--- config.mk ---
export PLATFORM = sky130hd
export DESIGN_NAME = mc_control
export DESIGN_NICKNAME = d
export VERILOG_FILES = /design/src/rtl/mc_control.sv
export SDC_FILE = /design/constraint.sdc
export NUM_CORES = 1
export LEC_CHECK = 0
export BUFFER_PORTS_ARGS = -buffer_cell sky130_fd_sc_hd__buf_2
export CAP_MARGIN = 15
export CORE_AREA = 2 2 45 47
export DETAILED_ROUTE_END_ITERATION = 16
export DIE_AREA = 0 0 47 49
export GPL_TIMING_DRIVEN = 0
export PLACE_DENSITY = 0.74
export SLEW_MARGIN = 0
export SYNTH_ARGS = -nofsm -noshare
export SYNTH_HDL_FRONTEND = slang
export SYNTH_SLANG_ARGS = --single-unit
--- constraint.sdc ---
create_clock -name clk -period 1.9 [get_ports clk]
set_input_delay 0.095 -clock clk [delete_from_list [all_inputs] [get_ports clk]]
set_output_delay 0.095 -clock clk [all_outputs]
set_load 0.05 [all_outputs]
--- src/rtl/mc_control.sv ---
// mc_control: multicycle MIPS-subset control FSM (Moore, registered illegal pulse).
// Define MC_CONTROL_MUL_EN to add the mul instruction with its MUL_WAIT countdown.
module mc_control #(
  parameter int MULT_CYCLES = 4
) (
  input  logic       clk,
  input  logic       rst_n,
  input  logic [5:0] opcode,
  input  logic [5:0] funct,
  input  logic       zero,
  output logic       pc_write,
  output logic       ir_write,
  output logic       mem_read,
  output logic       mem_write,
  output logic       i_or_d,
  output logic       reg_write,
  output logic       reg_dst,
  output logic       mem_to_reg,
  output logic       alu_src_a,
  output logic [1:0] alu_src_b,
  output logic [1:0] pc_src,
  output logic [3:0] alu_select,
  output logic       illegal,
  output logic [3:0] state
);
  typedef enum logic [3:0] {
    FETCH, DECODE, MEM_ADR, MEM_RD, MEM_WB, MEM_WR, R_EXEC, R_WB, I_EXEC, I_WB, BRANCH, JUMP
`ifdef MC_CONTROL_MUL_EN
    , MUL_WAIT
`endif
  } state_t;
  state_t cur, nxt;
  logic bad_nxt, mul_op, r_ok, pcw, irw, mr, mw, rw;
  logic [3:0] r_code, i_code;
  if (MULT_CYCLES < 1 || MULT_CYCLES > 15) begin : g_bad_cycles
    $error("MULT_CYCLES must be 1..15");
  end
`ifdef MC_CONTROL_MUL_EN
  logic [3:0] cnt;
  assign mul_op = opcode == 6'b011100 && funct == 6'b000010;
  always_ff @(posedge clk or negedge rst_n)
    if (!rst_n) cnt <= '0;
    else if (cur == R_EXEC) cnt <= 4'(MULT_CYCLES);
    else if (cur == MUL_WAIT) cnt <= cnt - 4'd1;
`else
  assign mul_op = 1'b0;
`endif
  always_ff @(posedge clk or negedge rst_n)
    if (!rst_n) begin
      cur     <= FETCH;
      illegal <= 1'b0;
    end else begin
      cur     <= nxt;
      illegal <= bad_nxt;
    end
  // The IR is stable across an instruction, so R_WB re-decodes funct to hold the executed code.
  always_comb begin
    r_ok   = 1'b1;
    r_code = 4'b0000;
    case (funct)
      6'b100000: r_code = 4'b0000;
      6'b100010: r_code = 4'b0111;
      6'b100100: r_code = 4'b0001;
      6'b100101: r_code = 4'b0010;
      6'b100111: r_code = 4'b0011;
      6'b101010: r_code = 4'b0100;
      6'b000000: r_code = 4'b0101;
      6'b000010: r_code = 4'b0110;
      default:   r_ok   = 1'b0;
    endcase
    if (mul_op) r_code = 4'b1000;
  end
  assign i_code = opcode[2:0] == 3'b100 ? 4'b0001 :
                  opcode[2:0] == 3'b101 ? 4'b0010 :
                  opcode[2:0] == 3'b010 ? 4'b0100 :
                  opcode[2:0] == 3'b111 ? 4'b1001 : 4'b0000;
  always_comb begin
    nxt        = FETCH;
    bad_nxt    = 1'b0;
    pcw        = 1'b0;
    irw        = 1'b0;
    mr         = 1'b0;
    mw         = 1'b0;
    rw         = 1'b0;
    i_or_d     = 1'b0;
    reg_dst    = 1'b0;
    mem_to_reg = 1'b0;
    alu_src_a  = 1'b0;
    alu_src_b  = 2'b00;
    pc_src     = 2'b00;
    alu_select = 4'b0000;
    case (cur)
      FETCH: begin
        pcw       = 1'b1;
        irw       = 1'b1;
        mr        = 1'b1;
        alu_src_b = 2'b01;
        nxt       = DECODE;
      end
      DECODE: begin
        alu_src_b = 2'b11;
        if (opcode == 6'b100011 || opcode == 6'b101011) nxt = MEM_ADR;
        else if (opcode == 6'b000000 || mul_op) nxt = R_EXEC;
        else if (opcode inside {6'b001000, 6'b001100, 6'b001101, 6'b001010, 6'b001111}) nxt = I_EXEC;
        else if (opcode == 6'b000100 || opcode == 6'b000101) nxt = BRANCH;
        else if (opcode == 6'b000010) nxt = JUMP;
        else bad_nxt = 1'b1;
      end
      MEM_ADR: begin
        alu_src_a = 1'b1;
        alu_src_b = 2'b10;
        nxt       = opcode[3] ? MEM_WR : MEM_RD;
      end
      MEM_RD: begin
        mr     = 1'b1;
        i_or_d = 1'b1;
        nxt    = MEM_WB;
      end
      MEM_WB: begin
        rw         = 1'b1;
        mem_to_reg = 1'b1;
      end
      MEM_WR: begin
        mw     = 1'b1;
        i_or_d = 1'b1;
      end
      R_EXEC: begin
        alu_src_a  = 1'b1;
        alu_select = r_code;
        bad_nxt    = !r_ok;
`ifdef MC_CONTROL_MUL_EN
        nxt = !r_ok ? FETCH : mul_op ? MUL_WAIT : R_WB;
`else
        nxt = r_ok ? R_WB : FETCH;
`endif
      end
`ifdef MC_CONTROL_MUL_EN
      MUL_WAIT: begin
        alu_select = 4'b1000;
        nxt        = cnt == 4'd1 ? R_WB : MUL_WAIT;
      end
`endif
      R_WB: begin
        rw         = 1'b1;
        reg_dst    = 1'b1;
        alu_select = r_code;
      end
      I_EXEC: begin
        alu_src_a  = 1'b1;
        alu_src_b  = 2'b10;
        alu_select = i_code;
        nxt        = I_WB;
      end
      I_WB: rw = 1'b1;
      BRANCH: begin
        alu_src_a  = 1'b1;
        alu_select = 4'b0111;
        pc_src     = 2'b01;
        pcw        = opcode[0] ? ~zero : zero;
      end
      JUMP: begin
        pcw    = 1'b1;
        pc_src = 2'b10;
      end
      default: ;
    endcase
  end
  // Reset holds the state at FETCH, so write enables are masked while rst_n is low.
  assign pc_write  = pcw & rst_n;
  assign ir_write  = irw & rst_n;
  assign mem_read  = mr & rst_n;
  assign mem_write = mw & rst_n;
  assign reg_write = rw & rst_n;
  assign state     = cur;
endmodule

; ---- After elaboration in Yosys (flattened, before gate mapping)
; Cells that the tools add are included.
[op_classes]
n_eq_ne = 32
mux = 33
n_bitwise = 6
n_reduce_logical = 15
[op_table]
columns = op, n
row1 = "6-bit == test, second input constant", 8
row2 = 4-bit 2-to-1 mux, 9
row3 = "6-bit by 4-bit == test with 1-bit output, second input constant", 5
row4 = 4-bit one-hot mux with 6 select lines, 1
row5 = 3-bit one-hot mux with 7 select lines, 1
row6 = "4-bit by 3-bit == test with 1-bit output, second input constant", 4
row7 = "4-bit == test, second input constant", 4
row8 = 1-bit 2-to-1 mux, 15
row9 = "6-bit by 2-bit == test with 1-bit output, second input constant", 2
row10 = "6-bit by 3-bit == test with 1-bit output, second input constant", 2
row11 = 6-bit logical NOT, 2
row12 = 4-bit one-hot mux with 3 select lines, 1
row13 = 2-bit OR reduction, 5
row14 = "3-bit == test, second input constant", 3
row15 = "4-bit by 2-bit == test with 1-bit output, second input constant", 2
row16 = 8-bit OR reduction, 1
row17 = 3-bit 2-to-1 mux, 2
row18 = 2-bit one-hot mux with 3 select lines, 1
row19 = 1-bit bitwise AND, 5
row20 = 5-bit nonzero test, 1
row21 = "4-bit by 1-bit == test with 1-bit output, second input constant", 1
row22 = 4-bit logical NOT, 1
row23 = 1-bit one-hot mux with 2 select lines, 2
row24 = 2-bit one-hot mux with 2 select lines, 1
row25 = other kinds (6), 7
[totals]
register_bits = 5
inputBits = 15
out_inout_bits = 22
word_cells = 88

; ---- Longest topological paths before layout
; Gate-level depths: netlist of the first run.
[logic_depth]
word_depth = 7
depth_mapped = 5

; ---- Worst setup path after synthesis of the first run
; Ideal clock, no wire load.
[synth_timing]
kind = register to output
from = register cur[1], in the netlist state[1]
to = output port alu_select[0]
arrival_ps = 2537
t_required_ps = 1805
slack_ps = -732
stages_incl_launch_ff = 5
path_buffers = 2
path_cell_list = dfrtp_1 -> clkbuf_1 -> clkbuf_1 -> nand3_1 -> o21ai_0
[synth_between]
elab_chain_cells = 3
[synth_lines]
columns = element, line
row1 = from (decl), 32  ; state_t cur, nxt;
row2 = from (signal assigned), 53  ; cur <= nxt;
row3 = 4-bit by 3-bit == test with 1-bit output, 92  ; case (cur)
row4 = 2-bit OR reduction (no line), -
row5 = 4-bit one-hot mux with 3 select lines (*), 92
row6 = to (decl), 22  ; output logic [3:0] alu_select,
; Mark *: on every way between the ends. The rest lies on a longest branch, timed or not.

; ---- Worst setup path after layout of the first run
[layout_timing]
from = register cur[2], in the netlist state[2]
to = output port alu_select[2]
; Same word-level chain as after synthesis.

==> impl_metrics.py, run 1 <==
metrics = {
    "run_status": {
        "run_status": "complete, no violations",
    },
    "clocking": {
        "max_root_sink_buffers": 2,
        "cts_root_buffer": "sky130_fd_sc_hd__clkbuf_4",
        "clk-insertion-delay-late_ns": 0.25,
        "num_cts_buffers": 3,
        "clock_tree.htree_level_count": 1,
        "clock_input_transition_at_the_sequential_cells_of_the_worst_setup_and_hold_paths_ns": 0.05,
        "tritoncts_num_sinks": 5,
        "tritoncts": "yes",
    },
    "routing": {
        "drc": 0,
        "postRouteWirelength_mm": 2.154,
        "detail_route.iter0.violations": 9,
        "remaining_antenna_violation_count": 0,
        "firstDrtPassIters": 4,
        "vias_per_cell": 5.356,
        "via_count": 932,
        "detail_route.wl_per_cell_um": 12.38,
    },
    "layout": {
        "end_of_flow_core_utilization_pct": 61.68,
        "drive_gt1_share_pct": 45.58,
        "filler_instances": 176,
        "num-nets-final": 163,
        "multi_input_area_um2": 671.9,
        "diodes": 0,
        "layoutNonFillerInstCount": 174,
        "seqCellArea_um2": 130.1,
        "areaGrowthSynthToFinish_pct": 47.16,
    },
    "die": {
        "die-width_um": 47,
        "fp.coreArea_um2": 1842,
        "row_count": 16,
        "die_area_um2": 2303,
        "initial_utilization_pct": 41.92,
        "boundaryPins": 37,
        "floorplan.die.height_um": 49,
    },
    "power_and_ir_drop": {
        "power.leakage_nw": 0.4929,
        "power_density_nw_per_um2": 1120,
        "share_seq_of_total_power_pct": 13.6,
        "swShare_pct": 59.36,
        "power.combinational.fraction_pct": 76.2,
        "internal_power_mw": 0.5172,
        "max-vdd-ir-drop_v": 0.0007744,
        "switching_power_mw": 0.7554,
        "post-layout-total-power_mw": 1.273,
        "clock_power_share_pct": 10.2,
    },
    "sta": {
        "setup_viol": 0,
        "final_hold_viol_count": 0,
        "fin_skew_ns": 0.005371,
        "fin_hold_ws_ns": 0.1082,
        "maxSlewViolCount": 0,
        "period_needed_ns": 1.831,
        "max_freq_mhz": 546.3,
        "timing.max_slew.rel_slack_pct": 76.64,
        "grt_setup_unrepaired": "no",
        "post-route-period-util_pct": 96.35,
        "worst_pin_slew_ns": 0.3473,
    },
    "logic_synthesis": {
        "synth.lib_cells_used.distinct": 39,
        "net_count_synth": 124,
        "postSynthAreaPerCell_um2": 7.082,
        "ys_warn_count": 0,
        "yosys.area.top_type_share_pct": 16.21,
        "syn-instance-count": 109,
        "ys_seq_area_share_pct": 16.21,
        "synth_area_leader_cell": "sky130_fd_sc_hd__dfrtp_1",
        "mappedNetlistArea_um2": 772.0,
        "yosys_register_bits": 5,
        "synth_area_leaders": "sky130_fd_sc_hd__dfrtp_1 (16%), sky130_fd_sc_hd__nor2_1 (5.3%), sky130_fd_sc_hd__nor3b_1 (4.9%), sky130_fd_sc_hd__xnor2_1 (4.5%), sky130_fd_sc_hd__nand2_1 (4.4%)",
    },
    "placed_design": {
        "port_buffers": 31,
        "place_hpwl_mm": 1.615,
        "finalWeightedCongestion": 0.8370,
        "place.detailed.instances": 167,
    },
    "grt": {
        "largest_net_degree_at_the_start_of_global_routing": 11,
        "grt_pass1_vias": 848,
        "grt_overflow_total": 0,
        "antenna_found_initial": 0,
        "gr-usage-all-layers_pct": 20.76,
        "grt_pass1_wl_mm": 3.574,
    },
    "flow_run": {
        "max_cap_viol_count": 0,
    },
    "setup_path": {
        "critical_path_rt_ns": 1.80,
        "crit_path_max_fanout": 10,
        "crit_type": "register to output port",
        "critPathCaptureType": "output port",
        "critical-path-max-stage-delay_ns": 0.41,
        "crit_path_start_kind": "register",
        "worstPathCellList": "buf_4, nand2b_4, nor2_4, nand2_2, o32ai_4, buf_6",
        "critPathSlowestCell": "sky130_fd_sc_hd__dfrtp_2",
        "arrival_ns": 1.74,
    },
    "worst_hold_path": {
        "min_path_type": "input pin to register",
    },
}
==> per-stage QoR <==
stage | area [µm²] | setup slack (ns) | setup TNS, ns
2_1_floorplan | 847.1 | -0.3236 | -1.228
3_3_place_gp | 1036 | 0.01929 | 0
3_5_place_dp | 1036 | -0.009299 | -0.01138
4_1_cts | 1115 | 0.01741 | 0
5_1_grt | 1136 | 0.008356 | 0
6_report | 1136 | 0.06944 | 0
==> layout make-up <==
class                           count  share of cell area, %
Inverter                            2                 0.6608
Sequential cell                     5                  11.45
Buffer                             11                  6.608
Timing Repair Buffer               34                  16.85
Multi-Input combinational cell     91                  59.14
Tap cell                           27                  2.974
Clock buffer                        4                  2.313
==> worst max-delay path, delay by kind of cell, from the launching register on <==
kind	cells	cell delay, ns
DFF	1	0.41
AOI/OAI and AO/OA	1	0.28
and+or+nand+nor	3	0.42
buffers and inverters	2	0.37
==> routing by layer <==
layer	routed length, µm	part of all wire, %	vias to the layer above	GRT usage, %
met5	0	0	-	0
met4	23	1.1	0	9.722
met3	66	3.1	3	2.222
met2	1099	51	18	34.25
met1	965	45	431	25.80
li1	-	-	480	-
==> power by group through the flow <==
stage	clock, mW	combinational (mW)	sequential (mW)
after floorplan	0	0.626	0.279
after global placement	0	0.912	0.168
after detailed placement	0	0.918	0.170
after CTS	0.128	0.951	0.172
after global routing	0.136	1.03	0.178
final	0.130	0.970	0.173
==> final timing paths <==
kind / from / cells past startpoint / endpoint / slack [ns]
max: state[2] / 6 / alu_select[2] / 0.07
min: opcode[1] / 3 / state[0] / 0.11
max reg2reg: state[3] / 4 / state[2] / 0.21
min reg2reg: state[0] / 2 / illegal / 0.67
max in group asynchronous: rst_n / 2 / state[1] / 1.46
min in group asynchronous: rst_n / 2 / state[3] / 0.25
==> cell usage after synthesis <==
library cell	n
sky130_fd_sc_hd__a211o_1	2
sky130_fd_sc_hd__a211oi_2	1
sky130_fd_sc_hd__a21boi_0	1
sky130_fd_sc_hd__a21o_1	2
sky130_fd_sc_hd__a21oi_1	5
sky130_fd_sc_hd__a22oi_1	1
sky130_fd_sc_hd__a311o_1	1
sky130_fd_sc_hd__a31o_1	1
sky130_fd_sc_hd__a31oi_1	2
sky130_fd_sc_hd__a32o_1	1
sky130_fd_sc_hd__and3_1	4
sky130_fd_sc_hd__buf_2	3
sky130_fd_sc_hd__buf_6	1
sky130_fd_sc_hd__buf_8	1
sky130_fd_sc_hd__clkbuf_1	6
sky130_fd_sc_hd__dfrtp_1	5
sky130_fd_sc_hd__inv_1	2
sky130_fd_sc_hd__mux2i_1	1
sky130_fd_sc_hd__nand2_1	9
sky130_fd_sc_hd__nand2b_1	4
sky130_fd_sc_hd__nand3_1	4
sky130_fd_sc_hd__nand3b_1	1
sky130_fd_sc_hd__nor2_1	11
sky130_fd_sc_hd__nor2b_1	4
sky130_fd_sc_hd__nor3_1	6
sky130_fd_sc_hd__nor3b_1	5
sky130_fd_sc_hd__nor4_1	2
sky130_fd_sc_hd__nor4b_1	2
sky130_fd_sc_hd__o211ai_1	2
sky130_fd_sc_hd__o21ai_0	5
sky130_fd_sc_hd__o311ai_1	1
sky130_fd_sc_hd__o31a_1	1
sky130_fd_sc_hd__o32ai_1	2
sky130_fd_sc_hd__or2_2	1
sky130_fd_sc_hd__or3_2	1
sky130_fd_sc_hd__or4_4	1
sky130_fd_sc_hd__or4b_1	2
sky130_fd_sc_hd__xnor2_1	4
sky130_fd_sc_hd__xor2_1	1
==> repair_timing <==
item	in CTS	in global routing
hold endpoints to repair	5	0
pin swaps	1	0
setup buffers	2	0
endpoints found under the setup margin	9	10
resized for setup	10	11
hold buffers	1	0
==> cell usage in the layout (no fill, tap or decap), drive strengths merged, types with 4 or more instances in the layout <==
| master | n |
|---|---|
| a21oi | 5 |
| nand2 | 9 |
| nor2b | 4 |
| nor3b | 5 |
| buf | 37 |
| nor2 | 11 |
| nand2b | 4 |
| and3 | 4 |
| nand3 | 4 |
| xnor2 | 4 |
| nor3 | 6 |
| o21ai | 5 |
| dfrtp | 5 |
| clkbuf | 11 |
==> state kept, by name (all words and copies together), names as in the netlist <==
| register | count |
|---|---|
| illegal | 1 |
| state | 4 |
==> kinds of logic (layout without fill, tap and decap cells) <==
| kind of cell | count (synthesis) | after routing | share of synthesized area (%) |
|---|---|---|---|
| AOI/OAI and AO/OA | 28 | 28 | 26.09 |
| muxes | 1 | 1 | 1.297 |
| buffers and inverters | 13 | 51 | 9.237 |
| xor gates and xnor gates | 5 | 5 | 5.672 |
| DFF | 5 | 5 | 16.21 |
| and+or+nand+nor | 57 | 57 | 41.49 |
Note: power is estimated with default switching activity, not from simulation.
==> inputs of run 2 (changes only) <==
--- a/config.mk
+++ b/config.mk
@@ -11,7 +11,7 @@
 export DETAILED_ROUTE_END_ITERATION = 16
 export DIE_AREA = 0 0 47 49
 export GPL_TIMING_DRIVEN = 0
-export PLACE_DENSITY = 0.74
+export PLACE_DENSITY = 0.75
 export SLEW_MARGIN = 0
 export SYNTH_ARGS = -nofsm -noshare
 export SYNTH_HDL_FRONTEND = slang
==> constraint.sdc (replaced) <==
create_clock -name clk -period 1.9 [get_ports clk]
set_input_delay 0.095 -clock clk [delete_from_list [all_inputs] [get_ports clk]]
set_output_delay 0.095 -clock clk [all_outputs]
set_load 0.005 [all_outputs]
==> impl_metrics.py, run 2 (synthesis gave the netlist of run 1 again) <==
metrics = {
    "routing": {
        "detail_route.wl_per_cell_um": 12.20,
        "vias_per_cell": 5.483,
        "detail_route.iter0.violations": 21,
        "firstDrtPassIters": 4,
        "remaining_antenna_violation_count": 0,
        "via_count": 943,
        "postRouteWirelength_mm": 2.098,
        "drc": 0,
    },
    "power_and_ir_drop": {
        "switching_power_mw": 0.3596,
        "share_seq_of_total_power_pct": 20.0,
        "internal_power_mw": 0.4632,
        "max-vdd-ir-drop_v": 0.0003424,
        "power.combinational.fraction_pct": 64.9,
        "swShare_pct": 43.71,
        "power.leakage_nw": 0.4735,
        "clock_power_share_pct": 15.1,
        "power_density_nw_per_um2": 818.0,
    },
    "grt": {
        "grt_met3_usage_pct": 1.481,
        "groute.layer.met2.usage_pct": 35.16,
        "gr-usage-all-layers_pct": 19.63,
        "antenna_found_initial": 0,
        "grt_pass1_vias": 881,
        "grt_overflow_total": 0,
        "grt_pass1_wl_mm": 3.505,
        "largest_net_degree_at_the_start_of_global_routing": 11,
        "top_usage_layer": "met2",
        "global_route.usage.met1_pct": 24.43,
    },
    "sta": {
        "max_freq_mhz": 558.1,
        "timing.max_slew.rel_slack_pct": 67.02,
        "final.setup.tns_ns": 0,
        "fin_hold_ws_ns": 0.1141,
        "post-route-period-util_pct": 94.31,
        "maxSlewViolCount": 0,
        "setup_viol": 0,
        "grt_setup_unrepaired": "no",
        "period_needed_ns": 1.792,
        "worst_pin_slew_ns": 0.4936,
        "final_hold_viol_count": 0,
        "fin_skew_ns": 0.006221,
    },
    "clocking": {
        "clock_tree.htree_level_count": 1,
        "number_of_buffers_inserted_to_repair_setup_after_cts": 0,
        "clock_input_transition_at_the_sequential_cells_of_the_worst_setup_and_hold_paths_ns": 0.05,
        "num_cts_buffers": 3,
        "tritoncts_num_sinks": 5,
        "cts_root_buffer": "sky130_fd_sc_hd__clkbuf_4",
        "tritoncts": "yes",
        "max_root_sink_buffers": 2,
        "clk-insertion-delay-late_ns": 0.25,
    },
    "die": {
        "boundaryPins": 37,
        "row_count": 16,
        "fp.coreArea_um2": 1842,
        "floorplan.die.height_um": 49,
        "die-width_um": 47,
        "die_area_um2": 2303,
        "initial_utilization_pct": 41.92,
    },
    "setup_path": {
        "crit_path_start_kind": "register",
        "crit_path_max_fanout": 10,
        "critPathCaptureType": "output port",
        "arrival_ns": 1.70,
        "critical_path_rt_ns": 1.80,
        "crit_type": "register to output port",
    },
    "flow_run": {
        "max_cap_viol_count": 0,
    },
    "layout": {
        "drive_gt1_share_pct": 33.79,
        "layout_common_cells": "sky130_fd_sc_hd__buf_2 (35), sky130_fd_sc_hd__nor2_1 (10), sky130_fd_sc_hd__nand2_1 (9)",
        "largest_register_ffs": 4,
        "diodes": 0,
        "num-nets-final": 161,
        "areaGrowthSynthToFinish_pct": 30.31,
        "layout_commonest_cell": "sky130_fd_sc_hd__buf_2",
    },
    "placed_design": {
        "finalWeightedCongestion": 0.8148,
        "port_buffers": 31,
        "place_hpwl_mm": 1.675,
    },
    "worst_hold_path": {
        "min_path_type": "input pin to register",
    },
    "run_status": {
        "run_status": "complete, no violations",
    },
}
-- run 2: repair_timing --
action | in CTS | in global routing
setup endpoints to repair | 4 | 7
endpoints found under the hold margin | 5 | 0
gates resized for setup | 1 | 10
cloned | 0 | 0
hold buffers | 1 | 0
-- run 2: area by class of cell --
type / instances / area (µm²)
fillers: 197 / 835.8
multi-input cells: 91 / 578.1
well taps: 27 / 33.78
plain buffers: 11 / 70.07
clock buffers: 4 / 26.28
flip-flops and latches: 5 / 125.1
inverters: 2 / 7.507
repair buffers: 32 / 165.2
-- run 2: power groups by stage --
stage	clock network [mW]	registers, mW	logic [mW]
after floorplan	0	0.167	0.338
after global routing	0.131	0.171	0.607
after global placement	0	0.165	0.503
final	0.125	0.165	0.534
after detailed placement	0	0.167	0.523
after CTS	0.123	0.165	0.527
-- run 2: stage by stage --
stage	cells	setup WS (ns)	cell area [µm²]	total power, mW	utilization (%)
after global routing	172	0.0006732	1006	0.9086	54.62
after global placement	167	0.2060	960.9	0.6683	52.17
after floorplan	109	0.3926	772.0	0.5046	-
after CTS	172	0.004541	998.5	0.8161	54.21
after detailed placement	167	0.1488	960.9	0.6900	52.17
final	172	0.1081	1006	0.8228	54.62
-- run 2: worst max-delay path: stages, from the launching register on --
cell,delay [ns]
sky130_fd_sc_hd__dfrtp_1,0.40
sky130_fd_sc_hd__clkbuf_2,0.20
sky130_fd_sc_hd__nand2b_1,0.23
sky130_fd_sc_hd__nor2_2,0.17
sky130_fd_sc_hd__nand2_1,0.09
sky130_fd_sc_hd__o32ai_1,0.20
sky130_fd_sc_hd__buf_2,0.16
-- run 2: final timing paths --
check,slack (ns),from,endpoint,depth (start not counted)
worst max-delay path,0.11,state[2],alu_select[2],6
worst min-delay path,0.11,opcode[1],state[0],3
worst max register to register,0.21,state[3],state[1],4
worst min register to register,0.70,state[0],illegal,2
max in group asynchronous,1.52,rst_n,state[1],2
min in group asynchronous,0.21,rst_n,state[3],2
-- run 2: layer usage --
metal  vias up  wire (µm)
met5         -          0
met4         0         16
met3         3        120
met2        36       1018
met1       430        942
li1        474          -
==> inputs of run 3 (changes only) <==
--- a/config.mk
+++ b/config.mk
@@ -7,9 +7,9 @@
 export LEC_CHECK = 0
 export BUFFER_PORTS_ARGS = -buffer_cell sky130_fd_sc_hd__buf_2
 export CAP_MARGIN = 15
-export CORE_AREA = 2 2 45 47
+export CORE_AREA = 3 3 46 48
 export DETAILED_ROUTE_END_ITERATION = 16
-export DIE_AREA = 0 0 47 49
+export DIE_AREA = 0 0 49 51
 export GPL_TIMING_DRIVEN = 0
 export PLACE_DENSITY = 0.75
 export SLEW_MARGIN = 0
==> constraint.sdc (replaced) <==
create_clock -name clk -period 1.8 [get_ports clk]
set_input_delay 0.09 -clock clk [delete_from_list [all_inputs] [get_ports clk]]
set_output_delay 0.09 -clock clk [all_outputs]
set_load 0.005 [all_outputs]
==> impl_metrics.py, run 3 (synthesis gave the netlist of run 1 again) <==
metrics = {
    "run_status": {
        "run_status": "complete, no violations",
    },
    "layout": {
        "largest_register_ffs": 4,
        "seqCellArea_um2": 126.4,
        "num-nets-final": 162,
        "layout_common_cells": "sky130_fd_sc_hd__buf_2 (34), sky130_fd_sc_hd__nor2_1 (10), sky130_fd_sc_hd__nand2_1 (9)",
        "filler_instances": 174,
        "end_of_flow_core_utilization_pct": 59.50,
        "layout_commonest_cell": "sky130_fd_sc_hd__buf_2",
        "areaGrowthSynthToFinish_pct": 34.52,
        "diodes": 0,
        "drive_gt1_share_pct": 36.99,
        "multi_input_area_um2": 599.3,
    },
    "sta": {
        "fin_skew_ns": 0.001636,
        "maxSlewViolCount": 0,
        "worst_pin_slew_ns": 0.3013,
        "final_hold_viol_count": 0,
        "setup_viol": 0,
        "period_needed_ns": 1.705,
        "timing.max_slew.rel_slack_pct": 79.75,
        "post-route-period-util_pct": 94.72,
        "max_freq_mhz": 586.5,
    },
    "worst_hold_path": {
        "worst_hold_path.num_cells": 3,
        "min_path_type": "input pin to register",
        "hp-start": "opcode[1]",
    },
    "clocking": {
        "num_cts_buffers": 3,
        "clock_input_transition_at_the_sequential_cells_of_the_worst_setup_and_hold_paths_ns": 0.04,
        "clock_tree.htree_level_count": 1,
        "tritoncts": "yes",
        "clk-insertion-delay-late_ns": 0.25,
        "cts_root_buffer": "sky130_fd_sc_hd__clkbuf_4",
        "max_root_sink_buffers": 2,
        "tritoncts_num_sinks": 5,
    },
    "setup_path": {
        "worstPathCellList": "or4b_1, nor4_2, nand2b_1, o211ai_1",
        "critical-path-max-stage-delay_ns": 0.62,
        "timing.reg2reg.worst_path_depth": 4,
        "worst_setup_sp": "state[3]",
        "crit_path_start_kind": "register",
        "critPathCaptureType": "register",
        "crit_path_max_fanout": 7,
        "cp_num_buf_inv": 0,
        "critPathSlowestCell": "sky130_fd_sc_hd__or4b_1",
        "reg2reg_setup_slack_ns": 0.1,
        "critical_path_rt_ns": 1.96,
        "crit_type": "register to register",
        "worst_r2r_startpoint": "state[3]",
        "cp.depth": 4,
        "arrival_ns": 1.86,
        "timing.critical_path.max_delay_family": "simple AND/OR/NAND/NOR gates",
    },
    "grt": {
        "grt_overflow_total": 0,
        "grt_pass1_vias": 778,
        "antenna_found_initial": 0,
        "largest_net_degree_at_the_start_of_global_routing": 11,
        "grt_pass1_wl_mm": 3.360,
        "gr-usage-all-layers_pct": 17.20,
    },
    "die": {
        "boundaryPins": 37,
        "floorplan.die.height_um": 51,
        "initial_utilization_pct": 44.23,
        "die-width_um": 49,
        "row_count": 15,
        "die_area_um2": 2499,
        "fp.coreArea_um2": 1745,
    },
    "power_and_ir_drop": {
        "clock_power_share_pct": 14.6,
        "power_density_nw_per_um2": 878.6,
        "swShare_pct": 44.58,
        "power.combinational.fraction_pct": 65.5,
        "post-layout-total-power_mw": 0.9124,
        "share_seq_of_total_power_pct": 20.0,
        "switching_power_mw": 0.4068,
        "power.leakage_nw": 0.4783,
        "max-vdd-ir-drop_v": 0.0005257,
        "internal_power_mw": 0.5057,
    },
    "flow_run": {
        "max_cap_viol_count": 0,
    },
    "placed_design": {
        "finalWeightedCongestion": 0.8300,
        "port_buffers": 31,
        "place_hpwl_mm": 1.683,
    },
    "routing": {
        "via_count": 946,
        "remaining_antenna_violation_count": 0,
        "vias_per_cell": 5.532,
        "drc": 0,
        "firstDrtPassIters": 4,
        "postRouteWirelength_mm": 2.269,
        "detail_route.iter0.violations": 15,
        "detail_route.wl_per_cell_um": 13.27,
    },
}
-- run 3: metal layers --
metal / track usage, % / up-vias / part of all wire (%)
met1: 19.75 / 432 / 42
li1: - / 478 / -
met3: 3.499 / 2 / 7.0
met2: 31.00 / 34 / 50
met5: 0 / - / 0
met4: 7.109 / 0 / 0.48
-- run 3: final timing paths --
kind                            end
hold / removal             state[0]
min in group asynchronous  state[0]
hold reg to reg             illegal
max in group asynchronous  state[1]
setup / recovery           state[2]
setup reg to reg           state[2]
-- run 3: area by class of cell --
| class | instances | area share [%] |
|---|---|---|
| plain buffers | 11 | 7.229 |
| clock buffers | 4 | 2.530 |
| inverters | 2 | 0.7229 |
| multi-input cells | 91 | 57.71 |
| flip-flops and latches | 5 | 12.17 |
| well taps | 25 | 3.012 |
| repair buffers | 33 | 16.63 |
-- run 3: repair_timing --
item                       4_1_cts  5_1_grt
setup endpoints to repair        8        9
hold endpoints to repair         5        0
hold buffers                     1        0
resized for setup                5       11
buffers inserted                 0        1
pin swaps                        0        1
-- run 3: power by group through the flow --
stage          clock network, mW  logic [mW]  registers (mW)
6_report                   0.133       0.597           0.182
3_3_place_gp                   0       0.534           0.175
2_1_floorplan                  0       0.357           0.176
3_5_place_dp                   0       0.546           0.177
5_1_grt                    0.153       0.655           0.187
4_1_cts                    0.133       0.559           0.176
-- run 3: worst reg2reg max path, cell delays in order (launching register included) --
cell and delay, ns:
sky130_fd_sc_hd__dfrtp_1 0.48, sky130_fd_sc_hd__or4b_1 0.62, sky130_fd_sc_hd__nor4_2 0.33, sky130_fd_sc_hd__nand2b_1 0.10, sky130_fd_sc_hd__o211ai_1 0.10
-- run 3: per-stage QoR --
step,cell area (µm²),hold slack [ns],setup TNS (ns),setup slack (ns),std cells
6_report,1039,0.1117,0,0.09501,171
5_1_grt,1039,0.1194,-0.001894,-0.001894,171
4_1_cts,1002,0.1146,0,0.004320,170
3_5_place_dp,958.4,-0.06533,0,0.1283,165
3_3_place_gp,958.4,-0.07399,0,0.1591,165
2_1_floorplan,772.0,-0.2056,0,0.2926,109
